--- src/rtl/frame_wr_mod.sv ---
// frame_wr_mod: stores one processed frame into a single-port BRAM, one byte
// per pixel at sequential addresses 0..FRAME_PIXELS-1. Accepts a valid/ready
// pixel stream carrying a start-of-frame marker and drives registered BRAM
// ena/wea/addr/din with exactly one cycle of write latency.
module frame_wr_mod #(
  parameter int ADDR_W       = 15,
  parameter int DATA_W       = 8,
  parameter int FRAME_PIXELS = 19211  // must be <= 2**ADDR_W
) (
  input  logic              sys_clk_i,
  input  logic              sys_rst_i,
  input  logic              start_i,
  input  logic              pix_valid_i,
  input  logic              pix_sof_i,
  input  logic [DATA_W-1:0] pix_data_i,
  output logic              pix_ready_o,
  output logic              mem_ena_o,
  output logic              mem_wea_o,
  output logic [ADDR_W-1:0] mem_addr_o,
  output logic [DATA_W-1:0] mem_din_o,
  output logic              busy_o,
  output logic              frame_done_o,
  output logic [ADDR_W-1:0] pix_count_o,
  output logic              err_sync_o
);

  localparam logic [ADDR_W-1:0] LAST_ADDR = ADDR_W'(FRAME_PIXELS - 1);

  typedef enum logic [1:0] {
    S_IDLE,
    S_ARMED,
    S_WRITE,
    S_DONE
  } state_t;

  state_t              r_state;
  state_t              w_next_state;
  logic [ADDR_W-1:0]   r_pix_count;
  logic [ADDR_W-1:0]   w_count_next;
  logic [ADDR_W-1:0]   w_wr_addr;
  logic                r_err_sync;
  logic                w_err_next;
  logic                w_wr_en;
  logic                w_accept;
  logic                r_ready;
  logic                r_busy;
  logic                r_done;
  logic                r_mem_we;
  logic [ADDR_W-1:0]   r_mem_addr;
  logic [DATA_W-1:0]   r_mem_din;

  // A beat transfers only when the registered ready is already high, so there
  // is no combinational path from pix_valid_i to pix_ready_o.
  assign w_accept = pix_valid_i & r_ready;

  // Next-state, next-count and write-request decode.
  always_comb begin
    // NOTE: every signal driven here gets a default first, so no path through
    // the case statement can leave one unassigned and infer a latch.
    w_next_state = r_state;
    w_count_next = r_pix_count;
    w_err_next   = r_err_sync;
    w_wr_en      = 1'b0;
    w_wr_addr    = '0;
    unique case (r_state)
      S_IDLE, S_DONE: begin
        // Arming a new capture clears the previous frame's status.
        if (start_i) begin
          w_next_state = S_ARMED;
          w_count_next = '0;
          w_err_next   = 1'b0;
        end
      end
      S_ARMED: begin
        // Beats without sof are accepted and dropped until the frame starts.
        if (w_accept && pix_sof_i) begin
          w_wr_en      = 1'b1;
          w_wr_addr    = '0;
          w_count_next = ADDR_W'(1);
          w_next_state = S_WRITE;
        end
      end
      S_WRITE: begin
        if (w_accept) begin
          w_wr_en = 1'b1;
          if (pix_sof_i) begin
            // Resynchronise: restart the frame at address 0 and flag it.
            w_wr_addr    = '0;
            w_count_next = ADDR_W'(1);
            w_err_next   = 1'b1;
          end else begin
            w_wr_addr    = r_pix_count;
            w_count_next = r_pix_count + 1'b1;
            if (r_pix_count == LAST_ADDR) begin
              w_next_state = S_DONE;
            end
          end
        end
      end
      default: w_next_state = S_IDLE;
    endcase
  end

  // State, status and BRAM port registers; reset has priority over everything.
  always_ff @(posedge sys_clk_i) begin
    if (sys_rst_i) begin
      r_state     <= S_IDLE;
      r_pix_count <= '0;
      r_err_sync  <= 1'b0;
      r_ready     <= 1'b0;
      r_busy      <= 1'b0;
      r_done      <= 1'b0;
      r_mem_we    <= 1'b0;
      r_mem_addr  <= '0;
      r_mem_din   <= '0;
    end else begin
      // NOTE: non-blocking assignments here so every register samples the
      // pre-edge values, independent of statement order.
      r_state     <= w_next_state;
      r_pix_count <= w_count_next;
      r_err_sync  <= w_err_next;
      r_ready     <= (w_next_state == S_ARMED) || (w_next_state == S_WRITE);
      r_busy      <= (w_next_state == S_ARMED) || (w_next_state == S_WRITE);
      r_done      <= (w_next_state == S_DONE);
      r_mem_we    <= w_wr_en;
      if (w_wr_en) begin
        r_mem_addr <= w_wr_addr;
        r_mem_din  <= pix_data_i;
      end
    end
  end

  assign pix_ready_o  = r_ready;
  assign mem_ena_o    = r_mem_we;
  assign mem_wea_o    = r_mem_we;
  assign mem_addr_o   = r_mem_addr;
  assign mem_din_o    = r_mem_din;
  assign busy_o       = r_busy;
  assign frame_done_o = r_done;
  assign pix_count_o  = r_pix_count;
  assign err_sync_o   = r_err_sync;

endmodule
--- config.mk ---
export PLATFORM = sky130hd
export DESIGN_NAME = frame_wr_mod
export DESIGN_NICKNAME = d
export VERILOG_FILES = /design/src/rtl/frame_wr_mod.sv
export SDC_FILE = /design/constraint.sdc
export NUM_CORES = 1
export LEC_CHECK = 0
export CELL_PAD_IN_SITES_DETAIL_PLACEMENT = 1
export CELL_PAD_IN_SITES_GLOBAL_PLACEMENT = 1
export CORE_UTILIZATION = 37
export DETAILED_ROUTE_END_ITERATION = 8
export PLACE_DENSITY = 0.88
export SLEW_MARGIN = 30
export SYNTH_ARGS = -nofsm -noshare
export SYNTH_HDL_FRONTEND = slang
export SYNTH_SLANG_ARGS = --single-unit
export TNS_END_PERCENT = 1
--- constraint.sdc ---
create_clock -name sys_clk_i -period 3.94 [get_ports sys_clk_i]
set_input_delay 0.788 -clock sys_clk_i [delete_from_list [all_inputs] [get_ports sys_clk_i]]
set_output_delay 0.788 -clock sys_clk_i [all_outputs]
set_load 0.005 [all_outputs]
# After elaboration in Yosys (flattened, before gate mapping)
# Cells that the tools add are included.
# classes
n_addsub,1
eq_ne,11
n_mux,21
bitwise_logic,1
reduce_logical,7
# op_table
op,n
$mux W15,7
$pmux W15 S3,1
$add A15 B1 Y15 const B,1
$eq A15 B15 Y1 const B,1
$mux W2,5
$eq A2 B2 Y1 const B,4
$ne A2 B2 Y1 const B,4
$pmux W2 S3,1
$mux W1,5
$eq A2 B1 Y1 const B,2
$pmux W1 S2,2
$reduce_and A4 Y1,1
$reduce_and A3 Y1,1
$logic_not A2 Y1,1
$reduce_bool A2 Y1,1
$reduce_or A2 Y1,1
$and A1 B1 Y1,1
$logic_and A1 B1 Y1,1
$logic_or A1 B1 Y1,1
# totals
reg_bits,44
output_inout_bits,44
word_cells,49

# Longest topological paths before layout
# Gate-level depths: netlist (run 1).
# depth
ltp_word,7
ltp_mapped,9
depth_no_buf,8

# Worst setup path before layout (run 1)
# No wires, ideal clock.
# synth_path
path_type,input to register
startpoint,in pix_sof_i
endpoint,"reg r_busy, in the netlist busy_o"
setup_time_ps,128
t_arrival_ps,1913
required_ps,3812
slack_ps,1899
stages,7
path_buffers,0
path_cell_list,nor4_1 -> nand4_1 -> nor4_1 -> nor3_1 -> a211oi_1 -> ha_1 -> nor2b_1
# synth_via
elab_chain_cells,5
# synth_lines
element,line_no,rtl
"start, declared",14,"input logic pix_sof_i,"
$mux W2 or $logic_and A1 B1 Y1 (tied branches),"86, 76",
$mux W2 (on tied branches),"84, 76",
$pmux W2 S3 *,65,unique case (r_state)
$eq A2 B1 Y1 or $eq A2 B2 Y1 (tied branches),123,r_busy <= (w_next_state == S_ARMED) || (w_next_state == S_WRITE);
$logic_or A1 B1 Y1 *,123,
"end signal, assigned",123,
"end, declared",46,logic r_busy;
# Every way passes the cells marked *; elsewhere a longest branch is shown, timed or not.
# A chain may end at the register's enable or synchronous reset.

# Final worst setup path (run 1)
# Same ends and word-level chain as after synthesis.

==> flow_results.org, run 1 <==
** Worst setup path
- STA classifies the critical path startpoint as an input port.
- Critical path destination :: busy_o
- Crit-path max FO :: 6
- STA classifies the critical path endpoint as a register.
- Req. time, crit path :: 4.12 ns
- Source of the critical timing path :: pix_sof_i
- In this run the critical register-to-register path is captured at pix_count_o[10].
- The critical path in this run is classified as in -> reg.
- The number of cells on the worst reg-to-reg path is 6.
- For flop-to-flop paths, the worst setup slack is 1.60 ns.
- STA puts the critical path data arrival time at 2.67 ns.
- Worst reg2reg path startpoint :: r_state[0]

** Routing
- Dividing the detail-routed wire length by the instance count gives 16.0 um.
- For this run, design rule violations remaining after detail routing come to 0.
- The first detailed-routing pass ran for 4 iterations.
- Via Count :: 1,701
- Dividing the detail-routed via count by the number of cells gives 5.30.
- In this run, the number of DRC markers left after iteration 0 of detailed routing was 45.
- Once detail routing completed, the nets flagged for antenna violations numbered 0.
- Sum of routed wire length over all layers :: 5150 um

** Timing
- Final slew viol count :: 0
- Final period util :: 63.2%
- For the final routed database, the setup TNS stands at 0 ns.
- Worst hold slack :: 0.481 ns
- The hold violation count in the final report is 0.
- RSZ-0062 raised after global routing :: no
- After layout, the minimum clock period comes to 2.49 ns.
- Headroom to the max-slew limit came out at 63.3%.
- Between clock sinks in the finished design, the worst skew comes to 0.00770 ns.
- At the pin with the least slew margin, the transition time is 0.548 ns.
- FMAX :: 402 MHz
- Count of endpoints failing setup in the final report :: 0

** GRT
- Number of global-route vias before repair :: 1,635
- Combined global-route utilization of all metal layers :: 20.2%
- Wire length of the first global-routing pass :: 8270 um
- Overflow left after global routing :: 0
- Entering global routing, the biggest net connects 21 pins.
- Antenna violations before repair :: 0

** Layout
- Leading cell type in the layout, fill and taps excluded :: clkdlybuf4s50_1
- From synthesis to final layout, the design area changed by 36.7%.
- Top library cells by usage in the layout, fill and taps aside :: 56 x clkdlybuf4s50_1, 44 x dfxtp_1, 29 x nor2_1
- Core occupancy in the finished layout :: 53.9%
- The net count of the finished layout is 271.
- In the final layout, the share of cells above drive strength 1 is 7.09%.
- Finished Cell Area :: 2610 um^2
- Antenna diode instance count :: 0

** Logic synthesis
- Post-synth net total :: 218
- Compound-Gate Fraction of Synth Area :: 16.6%
- Yosys cell types :: 42
- Area share of the largest cell type after synthesis :: 46.1%
- After Yosys synthesis, full adders, half adders and majority gates account for 3.27% of the synthesized area.
- After synthesis the cells add up to 1910 um^2.
- Yosys printed 0 warnings.
- Of all cell types, the one taking the most synthesized area is dfxtp_1.
- Portion of netlist area occupied by mux cells :: 4.19%
- Share of the synthesized netlist area taken by xor and xnor gates :: 4.13%
- Sequential share of the synthesized area :: 46.1%
- Dividing the synthesized area by the synthesized cell count gives 9.55 um^2.
- Summing the areas of all and, or, nand and nor instances in the mapped netlist gives 20.4% of the synthesized area.
- Synthesis produced 200 cells.
- In the post-synthesis netlist, the biggest area contributors are dfxtp_1 46%, a22o_1 6.9%, nor2_1 5.7%.
- Flops & latches, synth :: 44
- Dominant combinational cell family by area after synthesis :: simple AND/OR/NAND/NOR gates

** Outcome
- The run finished with clean final reports.

** Die
- Die height :: 73.9 um
- Starting density of the core :: 39.4%
- IO Pins :: 57
- Row count :: 25
- The die covers 5460 um^2.
- Area of the core region :: 4850 um^2
- The die is 73.9 um wide.

** Clock tree
- CTS Root Buffer Type :: clkbuf_8
- Count of instances resized after the clock tree is built :: 0
- Buffers inserted to repair hold after CTS numbered 0.
- After clock tree synthesis, the clock-pin slew on the worst setup and hold paths is 0.08 ns.
- Counting the buffers created by CTS gives 5.
- Setup bufs post-CTS :: 0
- Sink Count :: 44
- CTS built an H-tree with a depth of 2.
- TritonCTS built the clock tree.
- For the worst-skew pair, the clock arrives at the later sink with an insertion delay of 0.30 ns.
- The clock passes through at most 2 buffers.

** Power
- Leakage power :: 0.884 nW
- Of the total power, the clock network draws 36.4%.
- Pwr dens :: 358 nW/um^2
- Of the total power, registers draw 49.5%.
- Internal power :: 0.000694 W
- Summed over all nets, the switching power comes to 0.000240 W.
- Part of the power in combinational logic :: 14.1%
- Summing internal, switching and leakage power gives 0.000934 W.
- Net switching is 25.7% of the power.
- Peak supply drop :: 0.215 mV

** Place
- Port Buffers :: 56
- Detailed placement finished with a half-perimeter wire length of 3690 um.
- At the end of routability-driven placement, the weighted congestion stood at 0.758.
- In this run the cell area measured after placement is 2500 um^2.

** Min path
- The min-delay analysis places its worst path in the category reg -> reg.

** Run
- Max-capacitance violation count :: 0
==> power groups by stage <==
stage               Clock, W  Sequential [W]  Combinational [W]
floorplan                  0        0.000470          0.0000962
global placement           0        0.000472           0.000127
detailed placement         0        0.000472           0.000134
CTS                 0.000343        0.000462           0.000135
global route        0.000360        0.000464           0.000146
finish              0.000340        0.000462           0.000132
==> cell type report <==
class,count,area [um^2]
Fill cell,567,2240
Multi-Input combinational cell,138,933
Sequential cell,44,881
Timing Repair Buffer,60,591
Tap cell,67,83.8
Clock buffer,6,72.6
Clock inverter,2,35.0
Inverter,4,15.0
==> cells in the mapped netlist <==
cell        n
nand3_2     1
a21oi_1     9
a21o_1      1
nor3_1      6
xor2_1      5
o21ai_0     4
o41ai_1     1
or3_1       1
inv_1       4
a22o_1     15
nand3_1     5
buf_6       2
a2111oi_0   1
nand4_1     5
nor4b_1     1
nor3_2      1
nor4_1      3
o21a_1      1
a31oi_1     2
clkbuf_1    5
nor2b_1     4
mux2i_1     8
a21boi_1    1
and4_1      1
a22oi_1     1
a2111oi_4   1
dfxtp_1    44
nand4b_1    1
or2_0       1
a31o_2      1
nand4bb_1   1
nor2_1     29
nand2_1    10
nor4_2      1
nand2b_1    3
xnor2_1     4
a211o_1     1
ha_1        5
buf_4       4
a211oi_1    2
buf_2       3
nor3b_2     1
==> sequential cells by signal (all words and copies together) (netlist names) <==
register / count
pix_count_o: 15
mem_ena_o: 1
mem_addr_o: 15
mem_din_o: 8
r_state: 2
err_sync_o: 1
frame_done_o: 1
busy_o: 1
==> metal layers <==
layer	vias up	GRT usage [%]	wire length (um)
li1	820	-	-
met1	828	26.5	2390
met2	44	33.6	2490
met3	9	3.70	208
met4	0	5.77	61
met5	-	0	0
==> worst min path at each step <==
stage	from	to	slack, ns	depth (start not counted)
floorplan	mem_addr_o[10]	mem_addr_o[10]	0.47	1
global placement	mem_addr_o[13]	mem_addr_o[13]	0.46	1
detailed placement	mem_addr_o[10]	mem_addr_o[10]	0.47	1
CTS	mem_addr_o[12]	mem_addr_o[12]	0.49	1
global route	mem_addr_o[6]	mem_addr_o[6]	0.50	1
finish	mem_addr_o[10]	mem_addr_o[10]	0.48	1
==> worst max-delay path: stages <==
cell and delay, ns:
clkdlybuf4s50_1 0.52, nor4_1 0.24, nand4_1 0.12, nor4_1 0.30, nor3_1 0.10, a211oi_1 0.21, ha_1 0.27, nor2b_1 0.13
==> cell families (layout without fill, tap and decap cells) <==
family	after synthesis	count (layout)
simple gates	75	75
flops	44	44
compound gates	41	41
buf+inv	18	72
xor+xnor	9	9
mux	8	8
fa+ha+maj	5	5
==> stage by stage <==
step                std cells  worst slack, ns
floorplan                 200             1.90
global placement          313             1.20
detailed placement        313             1.13
CTS                       321             1.43
global route              321             1.29
finish                    321             1.45
Power figures use the tool's default switching activity.
==> run 2, diff against run 1 <==
--- a/config.mk
+++ b/config.mk
@@ -7,9 +7,9 @@
 export LEC_CHECK = 0
 export CELL_PAD_IN_SITES_DETAIL_PLACEMENT = 1
 export CELL_PAD_IN_SITES_GLOBAL_PLACEMENT = 1
-export CORE_UTILIZATION = 37
+export CORE_UTILIZATION = 35
 export DETAILED_ROUTE_END_ITERATION = 8
-export PLACE_DENSITY = 0.88
+export PLACE_DENSITY = 0.84
 export SLEW_MARGIN = 30
 export SYNTH_ARGS = -nofsm -noshare
 export SYNTH_HDL_FRONTEND = slang
==> constraint.sdc (replaced) <==
create_clock -name sys_clk_i -period 2.55 [get_ports sys_clk_i]
set_input_delay 0.51 -clock sys_clk_i [delete_from_list [all_inputs] [get_ports sys_clk_i]]
set_output_delay 0.51 -clock sys_clk_i [all_outputs]
set_load 0.005 [all_outputs]
==> run 2 against run 1 <==
Core utilization shrank 2.9 points. Global-route usage shrank 0.88 points. Clock skew shrank 0.0015 ns. Flip-flop and latch count is the same. Critical endpoint is now pix_count_o[3]. Total power grew 56%. Non-clock buffer count grew 3. Largest power group unchanged. Sequential share of layout area shrank 0.30 points.
==> flow_results.org, run 2 (synthesized netlist as in run 1, its figures left out) <==
** Outcome
- The run finished with clean final reports.

** Clock tree
- The tree is rooted in a clkbuf_8.
- TritonCTS clock tree :: built
- Buffers inserted during clock tree synthesis total 5.
- CTS Buffer Depth :: 2
- After clock tree synthesis, the flow added hold-fix buffers numbering 0.
- The number of setup buffers added after CTS is 0.
- The tree built by TritonCTS fans out to 44 sinks.
- Clock transition at the register clock pins on the worst setup and hold paths after CTS :: 0.08 ns
- CTS H-tree lvls :: 2
- Count of instances resized after the clock tree is built :: 0
- Clock latency on the worst-skew pair, taken at its later pin, is 0.30 ns.

** Worst setup path
- The slowest stage of the critical path is the ha_1 cell.
- For flop-to-flop paths, the worst setup slack is 0.28 ns.
- Critical Path End Type :: register
- Cell-by-cell trace of the critical path :: inv_1 > ha_1 > nor2b_1 > a211o_1 > buf_4 > or3_1 > a21oi_1
- Crit-path max FO :: 11
- The critical path in this run is classified as reg -> reg.
- Worst reg2reg path startpoint :: r_state[0]
- Count of buffer and inverter cells on the critical path :: 2
- Highest cell delay on the worst timing path :: 0.44 ns
- Reg2Reg Depth :: 7
- Endpoint of the lowest-slack register-to-register path :: pix_count_o[3]
- Data arrives at the worst endpoint at 2.50 ns.
- Family with the most delay on the worst path :: simple AND/OR/NAND/NOR gates
- The worst setup path is launched from a register.
- STA puts the critical path data required time at 2.78 ns.

** GRT
- For this run, the total global-route usage over all layers was measured as 19.3%.
- The via count of the first global-routing pass was 1,606.
- Entering global routing, the biggest net connects 16 pins.
- Overflow left after global routing :: 0
- Wire length of the first global-routing pass :: 8140 um
- The number of antenna violations at the first check in global routing is 0.

** Power
- Sequential power share :: 49.0%
- VDD sags by at most 0.278 mV.
- The design draws 0.00146 W.
- Switching power share of the total :: 25.5%
- Part of the total power dissipated in the clock network :: 35.5%
- Pwr dens :: 553 nW/um^2
- Leakage power :: 0.899 nW
- Internal power :: 0.00109 W
- Combinational logic is responsible for 15.4% of the overall power.
- Switching power summed over all nets :: 0.000372 W

** Layout
- The final layout contains 274 nets.
- Top library cells by usage in the layout, fill and taps aside :: 56 x clkdlybuf4s50_1, 44 x dfxtp_1, 28 x nor2_1
- The library cell used most frequently in the layout, excluding fill and tap cells, is clkdlybuf4s50_1.
- Area added between synthesis and finish :: 37.9%
- Share of post-route cells with drive strength above 1 :: 8.17%
- Antenna diode instance count :: 0
- Once layout is complete, the utilization of the core stands at 50.9%.

** Timing
- Post-route clock skew :: 0.00621 ns
- FMAX :: 440 MHz
- Worst hold slack :: 0.486 ns
- Fin. Hold Viols :: 0
- Count of endpoints failing setup in the final report :: 0
- Final min period :: 2.27 ns
- Worst Tran Pin Value :: 0.726 ns
- Final slew viol count :: 0
- Final period util :: 89.2%
- The worst pin sits at a relative slew slack of 51.5%.
- Setup repair after global routing left no endpoint under its margin.

** Die
- IO Pins :: 57
- Row count :: 26
- The region available for standard cell placement spans 5170 um^2.
- For this configuration, the core starts out at a cell density of 36.9%.
- Die boundary width :: 75.9 um
- The die covers 5760 um^2.
- The die is 75.9 um tall.

** Run
- Across the run, the number of max-cap violations was 0.

** Routing
- After detailed routing, the number of vias per cell comes to 5.17.
- Sum of routed wire length over all layers :: 5010 um
- The detailed router finished its first iteration with 88 violations.
- The first TritonRoute pass finished after 4 iterations.
- Wire per inst :: 15.3 um
- Drt drc :: 0
- For this block, the via count after detailed routing is 1,690.
- Remaining antenna violation count after routing :: 0

** Min path
- Hold Startpoint :: mem_addr_o[5]
- Hold Path Stages :: 1
- Worst hold endpoint :: mem_addr_o[5]
- The tightest min-delay check is of the reg -> reg type.

** Place
- Final weighted congestion of routability-driven global placement :: 0.772
- Final HPWL from detailed placement :: 3650 um
- Buffers placed on the I/O ports in this run total 56.
run 2: power groups by stage:
stage	Sequential [W]	Clock [W]	Combinational, W
3_3_place_gp	0.000729	0	0.000212
5_1_grt	0.000717	0.000570	0.000246
3_5_place_dp	0.000730	0	0.000222
2_1_floorplan	0.000727	0	0.000149
6_report	0.000715	0.000518	0.000225
4_1_cts	0.000714	0.000535	0.000224
run 2: final cells by class:
class / count / area, um^2
multi-input combinational: 138 / 931
fill: 581 / 2540
clock inverter: 2 / 35.0
sequential: 44 / 881
timing repair buffer: 63 / 613
tap: 70 / 87.6
inverter: 4 / 15.0
clock buffer: 6 / 72.6
run 2: per-stage QoR:
stage               cells  instance area [um^2]  worst slack, ns  setup TNS [ns]
finish                327                  2640            0.276               0
CTS                   327                  2630            0.193               0
global route          327                  2640            0.155               0
detailed placement    319                  2520          -0.0342          -0.341
floorplan             200                  1910            0.554               0
global placement      319                  2520          -0.0489         -0.0489
run 2: worst max path at each step:
| stage | startpoint | slack [ns] | endpoint | depth (start not counted) |
|---|---|---|---|---|
| CTS | r_state[0] | 0.19 | mem_addr_o[2] | 6 |
| finish | r_state[0] | 0.28 | pix_count_o[3] | 7 |
| global route | r_state[0] | 0.16 | pix_count_o[3] | 7 |
| global placement | pix_sof_i | -0.05 | busy_o | 8 |
| detailed placement | pix_sof_i | -0.03 | mem_addr_o[3] | 5 |
| floorplan | r_state[0] | 0.55 | pix_count_o[8] | 8 |
run 2: layer usage:
layer  routed length (um)  global-route usage, %  vias to the layer above
met4                  115                   8.02                        0
li1                     -                      -                      826
met5                    0                      0                        -
met3                  211                   4.50                       11
met1                 2350                   25.1                      810
met2                 2340                   30.7                       43
==> run 3, diff against run 2 <==
--- a/config.mk
+++ b/config.mk
@@ -8,8 +8,11 @@
 export CELL_PAD_IN_SITES_DETAIL_PLACEMENT = 1
 export CELL_PAD_IN_SITES_GLOBAL_PLACEMENT = 1
 export CORE_UTILIZATION = 35
+export CTS_CLUSTER_SIZE = 24
 export DETAILED_ROUTE_END_ITERATION = 8
 export PLACE_DENSITY = 0.84
+export RECOVER_POWER = 100
+export SKIP_CTS_REPAIR_TIMING = 1
 export SLEW_MARGIN = 30
 export SYNTH_ARGS = -nofsm -noshare
 export SYNTH_HDL_FRONTEND = slang
==> run 3 against run 2 <==
Sequential power is essentially flat. Combinational power down 6%. Worst hold slack lost 0.0065 ns. Cell count did not move. Design area decreased by 0.81%. Register-to-register slack gained 0.02 ns. Sequential share of layout area grew 0.27 points. First-iteration DRC count is 4.5% higher. Flip-flop and latch count unchanged.
==> flow_results.org, run 3 (synthesized netlist as in run 1, its figures left out) <==
** Outcome
- Status :: complete, no violations

** Worst setup path
- Critical Path End Type :: register
- Across all register-to-register paths, the minimum setup slack is 0.30 ns.
- Crit-path max FO :: 6
- Data arrival at the endpoint of the critical path :: 2.51 ns
- Highest cell delay on the worst timing path :: 0.63 ns
- Together, buffers and inverters on the worst path number 1.
- Worst setup path class :: in -> reg
- Among the stages of the critical path, the cell type that occurs most often is nor4_1.
- The critical path starts at pix_sof_i.
- Walking the worst path, the cells encountered are dlygate4sd3_1 > nor4_1 > nand4_1 > nor4_1 > nor3_1 > a211oi_1 > ha_1 > nor2b_1.
- Reg2Reg Depth :: 7
- The endpoint identified for the worst register-to-register timing path is pix_count_o[3].
- Family with the most delay on the worst path :: simple AND/OR/NAND/NOR gates
- Nature of the critical path startpoint :: input port
- Library cell contributing the largest single delay on the critical path :: dlygate4sd3_1
- In this run the worst setup path terminates at busy_o.
- Number of cells on the critical path :: 8
- For the worst setup path, the data required time is 2.73 ns.
- In this run the critical register-to-register path is launched from r_state[0].

** Die
- Row count :: 26
- Measured along the x axis, the die boundary spans 75.9 um.
- The die is 75.9 um tall.
- The die covers 5760 um^2.
- Pin placement for this block handled 57 I/O pins.
- The initial utilization of the core area, before any placement, comes to 36.9%.
- Area of the core region :: 5170 um^2

** Clock tree
- Clock tree synthesis selected as its root buffer the cell clkbuf_8.
- Worst-skew pair later-pin latency :: 0.30 ns
- TritonCTS clock tree :: built
- CTS H-tree lvls :: 2
- Clock tree synthesis found a total of 44 sinks.
- CTS Buffer Depth :: 2
- Counting the buffers created by CTS gives 5.
- Clock-pin slew was measured on the worst setup and hold paths at 0.08 ns.

** Timing
- Setup violations remaining at the end of the flow were counted as 0.
- Post-route clock skew :: 0.00588 ns
- Fin. Hold Viols :: 0
- Final period util :: 91.5%
- Summed over all failing endpoints, the final setup total negative slack is 0 ns.
- Worst rel slew slack :: 52.2%
- Across all setup checks in the final design, the least slack found is 0.217 ns.
- Subtracting the final worst setup slack from the clock period gives 2.33 ns.
- For this run, the top clock speed supported by timing is 429 MHz.
- Setup repair after global routing left no endpoint under its margin.
- Worst Tran Pin Value :: 0.716 ns
- The max-slew violation count was 0.

** Routing
- The first routing iteration left 92 violations.
- Using the TritonRoute via totals, the vias-per-cell ratio works out to 5.17.
- Sum of routed wire length over all layers :: 4940 um
- The first detailed-routing pass took 4 iterations.
- For this run, design rule violations remaining after detail routing come to 0.
- After detailed routing, the average wire length per cell comes to 15.1 um.
- Once detail routing completed, the nets flagged for antenna violations numbered 0.
- For this block, the via count after detailed routing is 1,692.

** Place
- Final HPWL from detailed placement :: 3650 um
- Input and output buffers added on the ports amount to 56.
- After detailed placement, the total cell area comes to 2520 um^2.
- Prior to clock tree synthesis, the placed netlist has a worst setup slack of -0.0342 ns.
- At the end of routability-driven placement, the weighted congestion stood at 0.772.

** Layout
- Final net count :: 274
- Core occupancy in the finished layout :: 50.5%
- The area growth from synthesis to layout is 36.8%.
- Share of post-route cells with drive strength above 1 :: 6.61%
- Finished Cell Area :: 2610 um^2
- Fill cells in the final layout number 586.
- The number of antenna diodes in the final layout is 0.
- Leading cell type in the layout, fill and taps excluded :: dlygate4sd3_1
- In the layout the commonest cells are 45 x dlygate4sd3_1, 44 x dfxtp_1, 28 x nor2_1.

** Run
- Max-capacitance violation count :: 0

** Min path
- In this run the worst hold path is classified as reg -> reg.

** Power
- Across the VDD grid, the largest voltage drop is 0.270 mV.
- Overall Power :: 0.00144 W
- Leakage power :: 1.04 nW
- Pwr dens :: 552 nW/um^2

** GRT
- The number of antenna violations at the first check in global routing was 0.
- Entering global routing, the biggest net connects 16 pins.
- Number of global-route vias before repair :: 1,606
- Global routing used 19.3% of the available tracks.
- Global routing finished with a remaining overflow of 0.
- The first global-routing pass estimated 8140 um of wire.
## run 3: cell types whose count changed in the layout (fill, tap and decap cells not counted)
cell             delta
nor3b_2             -1
clkdlybuf4s50_1    -45
nor3b_1             +1
clkbuf_1            +2
clkbuf_2            +1
nor4_1              +1
nor4_2              -1
dlygate4sd3_1      +45
buf_4               -3
## run 3: layout make-up
class                      count  area [um^2]  share of cell area, %
clock inverter                 2         35.0                   1.34
inverter                       4         15.0                  0.574
timing repair buffer          63          603                   23.1
clock buffer                   6         72.6                   2.78
tap                           70         87.6                   3.35
multi-input combinational    138          920                   35.2
sequential                    44          881                   33.7
## run 3: worst reg2reg max path, cell delays in order, from the launching register on
cell	delay, ns
dfxtp_1	0.42
inv_1	0.07
ha_1	0.44
nor2b_1	0.24
a211o_1	0.35
buf_4	0.19
or3_1	0.34
a21oi_1	0.14
## run 3: routing by layer
metal	routed length (um)	vias up	track usage [%]
li1	-	825	-
met1	2260	813	25.1
met3	219	11	4.50
met2	2340	43	30.7
met5	0	-	0
met4	119	0	8.02
## run 3: per-stage QoR
stage	instances	hold slack, ns
floorplan	200	0.474
CTS	327	0.491
global route	327	0.500
finish	327	0.479
detailed placement	319	0.468
global placement	319	0.464
## run 3: how the worst min path moves through the flow
stage / from / endpoint / cells after the start
floorplan: mem_addr_o[10] / mem_addr_o[10] / 1
detailed placement: mem_addr_o[0] / mem_addr_o[0] / 1
finish: mem_addr_o[5] / mem_addr_o[5] / 1
global placement: mem_addr_o[14] / mem_addr_o[14] / 1
global route: mem_addr_o[5] / mem_addr_o[5] / 1
CTS: mem_addr_o[9] / mem_addr_o[9] / 1
## run 3: power by group
| part | switching, W | leakage [nW] | internal (W) |
|---|---|---|---|
| combinational | 0.000124 | 0.635 | 0.0000879 |
| sequential | 0.0000162 | 0.355 | 0.000698 |
| clock | 0.000225 | 0.0552 | 0.000291 |
| total | 0.000365 | 1.04 | 0.00108 |
